**src/rtl/audio_mod_core.sv**
```systemverilog
// audio_mod_core: two-channel audio modulation front end.
// Module_SIG is CH1 mixed with a triangle-carrier AM subcarrier that carries CH2.
// Fre_word is a DDS frequency word: BASE plus the FM offset Move_Fre_SIG * GAIN.
// Modulation parameters live in shadow registers. A commit copies them to the
// active set in one step.
//
// Ports:
//   clk_in        system clock
//   RST           asynchronous reset, active-high
//   Audio_CH1     baseband audio (signed)
//   Audio_CH2     audio carried on the AM subcarrier (signed)
//   Move_Fre_SIG  frequency-shift control (signed)
//   cfg_we        shadow register write strobe
//   cfg_addr      register address (0 CENTER, 1 DEEP, 2 BASE, 3 GAIN, 4 MODE, 5 sat clear)
//   cfg_wdata     write data
//   cfg_commit    copy all shadow registers to the active set
//   Module_SIG    modulated audio (signed, saturated)
//   Fre_word      DDS frequency word
//   out_valid     pipeline primed
//   sat_flag      sticky saturation indicator
module audio_mod_core #(
    parameter int unsigned IN_WIDTH    = 12,
    parameter int unsigned OUT_WIDTH   = 12,
    parameter int unsigned PHASE_WIDTH = 32,
    parameter int unsigned GAIN_WIDTH  = 20
) (
    input  logic                   clk_in,
    input  logic                   RST,
    input  logic [IN_WIDTH-1:0]    Audio_CH1,
    input  logic [IN_WIDTH-1:0]    Audio_CH2,
    input  logic [IN_WIDTH-1:0]    Move_Fre_SIG,
    input  logic                   cfg_we,
    input  logic [2:0]             cfg_addr,
    input  logic [31:0]            cfg_wdata,
    input  logic                   cfg_commit,
    output logic [OUT_WIDTH-1:0]   Module_SIG,
    output logic [PHASE_WIDTH-1:0] Fre_word,
    output logic                   out_valid,
    output logic                   sat_flag
);

    localparam int unsigned DeepW = 16;
    localparam int unsigned ProdW = IN_WIDTH + DeepW + 1;
    localparam int unsigned EnvW  = IN_WIDTH + 2;
    localparam int unsigned FmW   = IN_WIDTH + GAIN_WIDTH;
    localparam int unsigned TriW  = OUT_WIDTH + 1;
    localparam int unsigned AmW   = EnvW + OUT_WIDTH;
    localparam int unsigned MixW  = AmW + 2;

    localparam logic [PHASE_WIDTH-1:0] CenterRst = PHASE_WIDTH'(858993);
    localparam logic [DeepW-1:0]       DeepRst   = DeepW'(32768);
    localparam logic [PHASE_WIDTH-1:0] BaseRst   = PHASE_WIDTH'(416611827);
    localparam logic [GAIN_WIDTH-1:0]  GainRst   = GAIN_WIDTH'(10486);

    localparam logic signed [EnvW-1:0] EnvBias = EnvW'(1 << (IN_WIDTH - 1));
    localparam logic signed [TriW-1:0] TriHalf = TriW'(1 << (OUT_WIDTH - 1));
    localparam logic signed [TriW-1:0] TriPeak = TriW'((1 << (OUT_WIDTH - 1)) - 1);
    localparam logic signed [MixW-1:0] SatMax  = MixW'((1 << (OUT_WIDTH - 1)) - 1);
    localparam logic signed [MixW-1:0] SatMin  = MixW'(-(1 << (OUT_WIDTH - 1)));

    // ---------------- configuration: shadow and active sets ----------------
    logic [PHASE_WIDTH-1:0] center_sh_q, center_sh_d, center_q, center_d;
    logic [DeepW-1:0]       deep_sh_q, deep_sh_d, deep_q, deep_d;
    logic [PHASE_WIDTH-1:0] base_sh_q, base_sh_d, base_q, base_d;
    logic [GAIN_WIDTH-1:0]  gain_sh_q, gain_sh_d, gain_q, gain_d;
    logic [2:0]             mode_sh_q, mode_sh_d, mode_q, mode_d;
    logic                   sat_clr;

    always_comb begin
        center_sh_d = center_sh_q;
        deep_sh_d   = deep_sh_q;
        base_sh_d   = base_sh_q;
        gain_sh_d   = gain_sh_q;
        mode_sh_d   = mode_sh_q;
        if (cfg_we) begin
            case (cfg_addr)
                3'd0:    center_sh_d = PHASE_WIDTH'(cfg_wdata);
                3'd1:    deep_sh_d   = cfg_wdata[DeepW-1:0];
                3'd2:    base_sh_d   = PHASE_WIDTH'(cfg_wdata);
                3'd3:    gain_sh_d   = GAIN_WIDTH'(cfg_wdata);
                3'd4:    mode_sh_d   = cfg_wdata[2:0];
                default: ;
            endcase
        end
        // Commit takes the post-write shadow so a same-cycle write is included.
        center_d = cfg_commit ? center_sh_d : center_q;
        deep_d   = cfg_commit ? deep_sh_d   : deep_q;
        base_d   = cfg_commit ? base_sh_d   : base_q;
        gain_d   = cfg_commit ? gain_sh_d   : gain_q;
        mode_d   = cfg_commit ? mode_sh_d   : mode_q;
    end

    assign sat_clr = cfg_we && (cfg_addr == 3'd5);

    always_ff @(posedge clk_in or posedge RST) begin
        if (RST) begin
            center_sh_q <= CenterRst;
            deep_sh_q   <= DeepRst;
            base_sh_q   <= BaseRst;
            gain_sh_q   <= GainRst;
            mode_sh_q   <= 3'd0;
            center_q    <= CenterRst;
            deep_q      <= DeepRst;
            base_q      <= BaseRst;
            gain_q      <= GainRst;
            mode_q      <= 3'd0;
        end else begin
            center_sh_q <= center_sh_d;
            deep_sh_q   <= deep_sh_d;
            base_sh_q   <= base_sh_d;
            gain_sh_q   <= gain_sh_d;
            mode_sh_q   <= mode_sh_d;
            center_q    <= center_d;
            deep_q      <= deep_d;
            base_q      <= base_d;
            gain_q      <= gain_d;
            mode_q      <= mode_d;
        end
    end

    // ---------------- NCO and triangle carrier ----------------
    logic [PHASE_WIDTH-1:0]      acc_q, acc_d;
    logic [OUT_WIDTH-1:0]        tri_u;
    logic signed [TriW-1:0]      tri_w;
    logic signed [OUT_WIDTH-1:0] tri_c;
    logic                        unused_tri_msb;

    assign acc_d = acc_q + center_q;
    assign tri_u = acc_q[PHASE_WIDTH-2 -: OUT_WIDTH];

    // Rising ramp in the first half-period, falling ramp in the second.
    always_comb begin
        if (!acc_q[PHASE_WIDTH-1]) begin
            tri_w = $signed({1'b0, tri_u}) - TriHalf;
        end else begin
            tri_w = TriPeak - $signed({1'b0, tri_u});
        end
    end

    // Both ramps stay inside the OUT_WIDTH signed range, so the top bit is redundant.
    assign tri_c          = tri_w[OUT_WIDTH-1:0];
    assign unused_tri_msb = tri_w[OUT_WIDTH];

    // ---------------- stage 1: envelope, FM carry, CH1 alignment ----------------
    logic signed [ProdW-1:0]     m_prod, m_shr;
    logic signed [EnvW-1:0]      env_d;
    logic signed [FmW-1:0]       fm_prod;
    logic [PHASE_WIDTH-1:0]      carry_d;
    logic signed [OUT_WIDTH-1:0] ch1_s;

    assign m_prod  = ProdW'($signed(Audio_CH2)) * ProdW'($signed({1'b0, deep_q}));
    assign m_shr   = m_prod >>> DeepW;
    assign env_d   = EnvW'(m_shr) + EnvBias;
    assign fm_prod = FmW'($signed(Move_Fre_SIG)) * FmW'($signed(gain_q));
    // MODE[2] disables FM by zeroing the offset, leaving Fre_word = BASE.
    assign carry_d = mode_q[2] ? '0 : PHASE_WIDTH'(fm_prod);

    if (OUT_WIDTH >= IN_WIDTH) begin : g_ch1_ext
        assign ch1_s = OUT_WIDTH'($signed(Audio_CH1));
    end else begin : g_ch1_shr
        assign ch1_s = OUT_WIDTH'($signed(Audio_CH1) >>> (IN_WIDTH - OUT_WIDTH));
    end

    logic signed [EnvW-1:0]      env_q;
    logic signed [OUT_WIDTH-1:0] tri_q;
    logic [PHASE_WIDTH-1:0]      carry_q, base_s1_q;
    logic signed [OUT_WIDTH-1:0] ch1_s1_q;
    logic [1:0]                  mode_s1_q;

    // ---------------- stage 2: AM product, frequency word ----------------
    logic signed [AmW-1:0]       am_prod, am_d, am_q;
    logic [PHASE_WIDTH-1:0]      fw_q;
    logic signed [OUT_WIDTH-1:0] ch1_s2_q;
    logic [1:0]                  mode_s2_q;

    assign am_prod = AmW'(env_q) * AmW'(tri_q);
    assign am_d    = am_prod >>> IN_WIDTH;

    // ---------------- stage 3: mix select and saturation ----------------
    logic signed [MixW-1:0]  ch1_m, am_m, mix;
    logic [OUT_WIDTH-1:0]    mod_d, mod_q;
    logic [PHASE_WIDTH-1:0]  fre_q;
    logic                    clip, sat_d, sat_q;
    logic [2:0]              vld_q;

    assign ch1_m = MixW'(ch1_s2_q);
    assign am_m  = MixW'(am_q);

    always_comb begin
        mix = ch1_m + am_m;
        case (mode_s2_q)
            2'd0: mix = ch1_m + am_m;
            2'd1: mix = ch1_m;
            2'd2: mix = am_m;
            2'd3: mix = ch1_m - am_m;
            default: ;
        endcase
        clip  = 1'b0;
        mod_d = mix[OUT_WIDTH-1:0];
        if (mix > SatMax) begin
            clip  = 1'b1;
            mod_d = SatMax[OUT_WIDTH-1:0];
        end else if (mix < SatMin) begin
            clip  = 1'b1;
            mod_d = SatMin[OUT_WIDTH-1:0];
        end
    end

    // A clear request beats a simultaneous clip.
    assign sat_d = sat_clr ? 1'b0 : (sat_q | clip);

    // Config values travel with each sample, so a commit never disturbs samples in flight.
    always_ff @(posedge clk_in or posedge RST) begin
        if (RST) begin
            acc_q     <= '0;
            env_q     <= '0;
            tri_q     <= '0;
            carry_q   <= '0;
            base_s1_q <= '0;
            ch1_s1_q  <= '0;
            mode_s1_q <= '0;
            am_q      <= '0;
            fw_q      <= '0;
            ch1_s2_q  <= '0;
            mode_s2_q <= '0;
            mod_q     <= '0;
            fre_q     <= '0;
            sat_q     <= 1'b0;
            vld_q     <= '0;
        end else begin
            acc_q     <= acc_d;
            env_q     <= env_d;
            tri_q     <= tri_c;
            carry_q   <= carry_d;
            base_s1_q <= base_q;
            ch1_s1_q  <= ch1_s;
            mode_s1_q <= mode_q[1:0];
            am_q      <= am_d;
            fw_q      <= base_s1_q + carry_q;
            ch1_s2_q  <= ch1_s1_q;
            mode_s2_q <= mode_s1_q;
            mod_q     <= mod_d;
            fre_q     <= fw_q;
            sat_q     <= sat_d;
            vld_q     <= {vld_q[1:0], 1'b1};
        end
    end

    assign Module_SIG = mod_q;
    assign Fre_word   = fre_q;
    assign out_valid  = vld_q[2];
    assign sat_flag   = sat_q;

endmodule

```
**config.mk**
```make
export PLATFORM = sky130hd
export DESIGN_NAME = audio_mod_core
export DESIGN_NICKNAME = d
export VERILOG_FILES = /design/src/rtl/audio_mod_core.sv
export SDC_FILE = /design/constraint.sdc
export NUM_CORES = 2
export LEC_CHECK = 0
export BUFFER_PORTS_ARGS = -buffer_cell sky130_fd_sc_hd__buf_2
export CORE_UTILIZATION = 65
export CTS_CLUSTER_DIAMETER = 200
export DETAILED_ROUTE_END_ITERATION = 10
export PLACE_DENSITY = 0.84
export SYNTH_ARGS = -nofsm -noshare
export SYNTH_HDL_FRONTEND = slang
export SYNTH_SLANG_ARGS = --single-unit
export TNS_END_PERCENT = 30
```
**constraint.sdc**
```tcl
create_clock -name clk_in -period 17.85 [get_ports clk_in]
set_input_delay 1.785 -clock clk_in [delete_from_list [all_inputs] [get_ports clk_in]]
set_output_delay 1.785 -clock clk_in [all_outputs]
set_load 0.02 [all_outputs]
```
==> results.md <==
* Status: finished clean
* H-tree depth at 2
* Worst path most repeated cell: fa_1
* HPWL after detailed placement at around 65 mm
* Average cell area after synthesis at between 10 and 15 µm²
* WL per Instance at 18.8 µm
* Post-CTS Resized at 0
* Post-DRT Antenna Nets at 0
* RSZ-0062 raised after global routing: no
* GP Congestion at between 0.9 and 1
* Sequential share of the synthesized area at 0.294
* CP required at 18,300 ps
* Slowest CP cell: fa_1
* Max Cap Viol at 0
* Post-synthesis async set-or-reset flop share at 1.00
* Width of the die at around 250 µm
* Setup Fix Bufs, Post-CTS at 0
* Max Slew Vio Count at 0
* Vias in the first global route at around 27,000
* Final Hold Fails at 0
* EDFF count, synth at 0
* CTS buffer count at between 40 and 50
* Detailed Route WL at 85.6 mm
* Flop-to-flop setup slack at ~12,000 ps
* Drt pass-1 iters at 5
* Cells after synthesis at between 3,000 and 4,000
* GRT overflow at 0
* CP Buf/Inv Count at 4
* Drt drc at 0
* Initial antenna violation count at 5
* Hold/Removal Path Class: reg2reg
* GRT Util Overall at 0.295
* Longest Clk Path Bufs at 3
* Largest net degree at the start of global routing at about 150
* Max-Slew Margin vs Limit at 0.316
* Clock slew at reported path FFs at around 60 ps
* Iteration-0 DRC count of the detailed router at around 1,800
* Die Footprint at between 60,000 and 70,000 µm²
* Final period utilization at 0.410
* Critical Path Max Stage Delay at roughly 550 ps
* CP Class: in2reg
* CTS Hold Bufs at 0
* Final Skew at 36.4 ps
* Rows at 88
* Synthesized net count at 4,586
* CTS Sinks at between 400 and 500
* CP arrival at between 7000 and 8000 ps
* CTS tree: done
* Fin crit period at around 7300 ps
* Global-route wire length before repair at between 100 and 150 mm
* Worst slew pin tran at between 1000 and 1500 ps
* Main synth FF type: dfrtp_1
* Clock Root Buffer: clkbuf_16
* Final net count at roughly 4,600
* Core Region at 58,100 µm²
* # fillers at about 4,000
* Post-route setup TNS at 0 ps
* Library cells used by synthesis at 81
* Via-to-Cell Ratio at 5.74
* Worst setup EP type: register
* Area of the mapped netlist at between 30,000 and 40,000 µm²
* Syn. warnings at 0
* Synthesized flop and latch total at 450
* I/O pin cnt at 121
* Via count at 26,200
* Final Util at 0.711
* Fmax at about 140 MHz
* Area Overhead vs Synth at 7.01%
* Largest delay contributor family on the critical path: adder cells
* Buffers on Ports at 120
* Initial Util at 0.664
* Crit Path Max Fanout at 17
* Share of layout cells above drive strength 1 at 0.137
* Final setup vio count at 0
* CP cell instances: buf_2 -> clkinv_1 -> nor2_1 -> fa_1 -> fa_1 -> fa_1 -> fa_1 -> inv_1 -> fa_1 -> inv_1 -> ha_1 -> and3_1 -> a31oi_1 -> nand2b_1 -> o31a_1 -> o41ai_2 -> o31ai_1 -> a31oi_1 -> xor2_1 -> nor2_1
* Die height at 246 µm
* Worst setup SP type: input port
* Worst-skew pair later-pin latency at about 590 ps
[per-layer routing]
metal	global-route usage	vias up	wire length [µm]
li1	-	11700	-
met1	0.404	13300	34700
met2	0.480	1030	41300
met3	0.0566	193	7270
met4	0.0906	4	2430
met5	0	-	23
[layout by cell type (no fill, tap or decap), types with 9 or more instances in the layout]
cell / count
nand2_1: 456
inv_1: 677
a31oi_1: 10
nor3_1: 33
and3_1: 16
dfstp_2: 78
buf_4: 9
dfrtp_1: 372
nand3_1: 24
xor2_1: 50
o21a_1: 28
clkbuf_16: 44
nand4_1: 9
xnor2_1: 98
and2_1: 152
o211ai_1: 14
nor2b_1: 25
a211oi_1: 14
fa_1: 516
o21ai_0: 56
nor2_1: 147
ha_1: 281
a21o_1: 34
clkbuf_8: 11
nand2b_1: 31
o22ai_1: 9
mux2_2: 206
buf_2: 119
a21oi_1: 112
[cell families after synthesis]
kind of cell               after synthesis  synth area share
and+or+nand+nor                        931             0.112
buffers and inverters                  819            0.0798
adders and majority gates              797             0.359
DFF                                    450             0.294
AOI/OAI and AO/OA                      361            0.0615
muxes                                  207            0.0605
xor gates and xnor gates               148            0.0336
other                                    1         0.0000971
[worst reg2reg max path, stage by stage, from the launching register on]
cell and delay, ps:
dfstp_2 720, nand2_1 130, fa_1 570, inv_1 50, fa_1 460, fa_1 530
fa_1 550, inv_1 60, fa_1 530, inv_1 40, ha_1 340, and3_1 230
a31oi_1 220, nand2b_1 80, o31a_1 270, o41ai_2 510, o31ai_1 240, a31oi_1 240
xor2_1 160, nor2_1 50
[cells in the mapped netlist, drive strengths merged, types with 4 or more instances]
library cell  instances  share of area
a2111oi               6         0.0014
a211oi               14         0.0027
a21boi                5        0.00097
a21o                 34         0.0066
a21oi               114          0.015
a221oi                9         0.0022
a22oi                 4        0.00078
a31o                  5         0.0011
a31oi                12         0.0025
and2                152          0.025
and3                 16         0.0026
buf                  11         0.0012
clkbuf              127          0.012
dfrtp               372           0.24
dfstp                78          0.053
fa                  516           0.27
ha                  281          0.091
inv                 679          0.066
mux2                207          0.060
nand2               456          0.044
nand2b               31         0.0050
nand3                25         0.0034
nand4                 9         0.0015
nor2                148          0.014
nor2b                25         0.0041
nor3                 36         0.0054
nor4                  6        0.00097
o211ai               14         0.0027
o21a                 28         0.0054
o21ai                64         0.0083
o21bai                7         0.0014
o22ai                 9         0.0015
o31a                  6         0.0014
o31ai                 7         0.0016
or3                   6        0.00097
xnor2                98          0.022
xor2                 50          0.011
[flip-flops by register name (all words and copies together) (netlist names), 20 cells and up]
signal       flops
center_sh_q     32
gain_sh_q       20
carry_q         32
base_sh_q       32
base_s1_q       32
gain_q          20
center_q        32
Fre_word        32
fw_q            32
base_q          32
acc_q           32
[worst paths after layout]
check                                 start      endpoint  cells after the start
max                        Move_Fre_SIG[11]   carry_q[24]                     20
min                                 fw_q[0]   Fre_word[0]                      0
max reg2reg                       gain_q[4]   carry_q[24]                     19
min reg2reg                         fw_q[0]   Fre_word[0]                      0
max in group asynchronous               RST     deep_q[0]                      4
min in group asynchronous               RST  Fre_word[25]                      2
[layout make-up]
| type | instances | area [µm²] | share of cell area |
|---|---|---|---|
| flip-flops and latches | 450 | 11400 | 0.275 |
| clock inverters | 22 | 312 | 0.00754 |
| inverters | 681 | 2560 | 0.0621 |
| well taps | 765 | 957 | 0.0232 |
| multi-input cells | 2445 | 24200 | 0.585 |
| repair buffers | 128 | 663 | 0.0161 |
| clock buffers | 60 | 1270 | 0.0308 |
| diodes | 3 | 7.51 | 0.000182 |
[per-stage QoR]
stage	hold WS, ps	setup slack (ps)	area [µm²]	cells
after floorplan	331	3650	38600	3714
after global placement	332	10090	39700	4469
after detailed placement	336	9990	39700	4469
after CTS	349	10590	41300	4551
after global routing	347	10150	41300	4551
final	345	10530	41300	4554
Power is left out: the tool's default activity adds up to more than one toggle a clock period on the data nets, which glitch-free logic cannot reach.
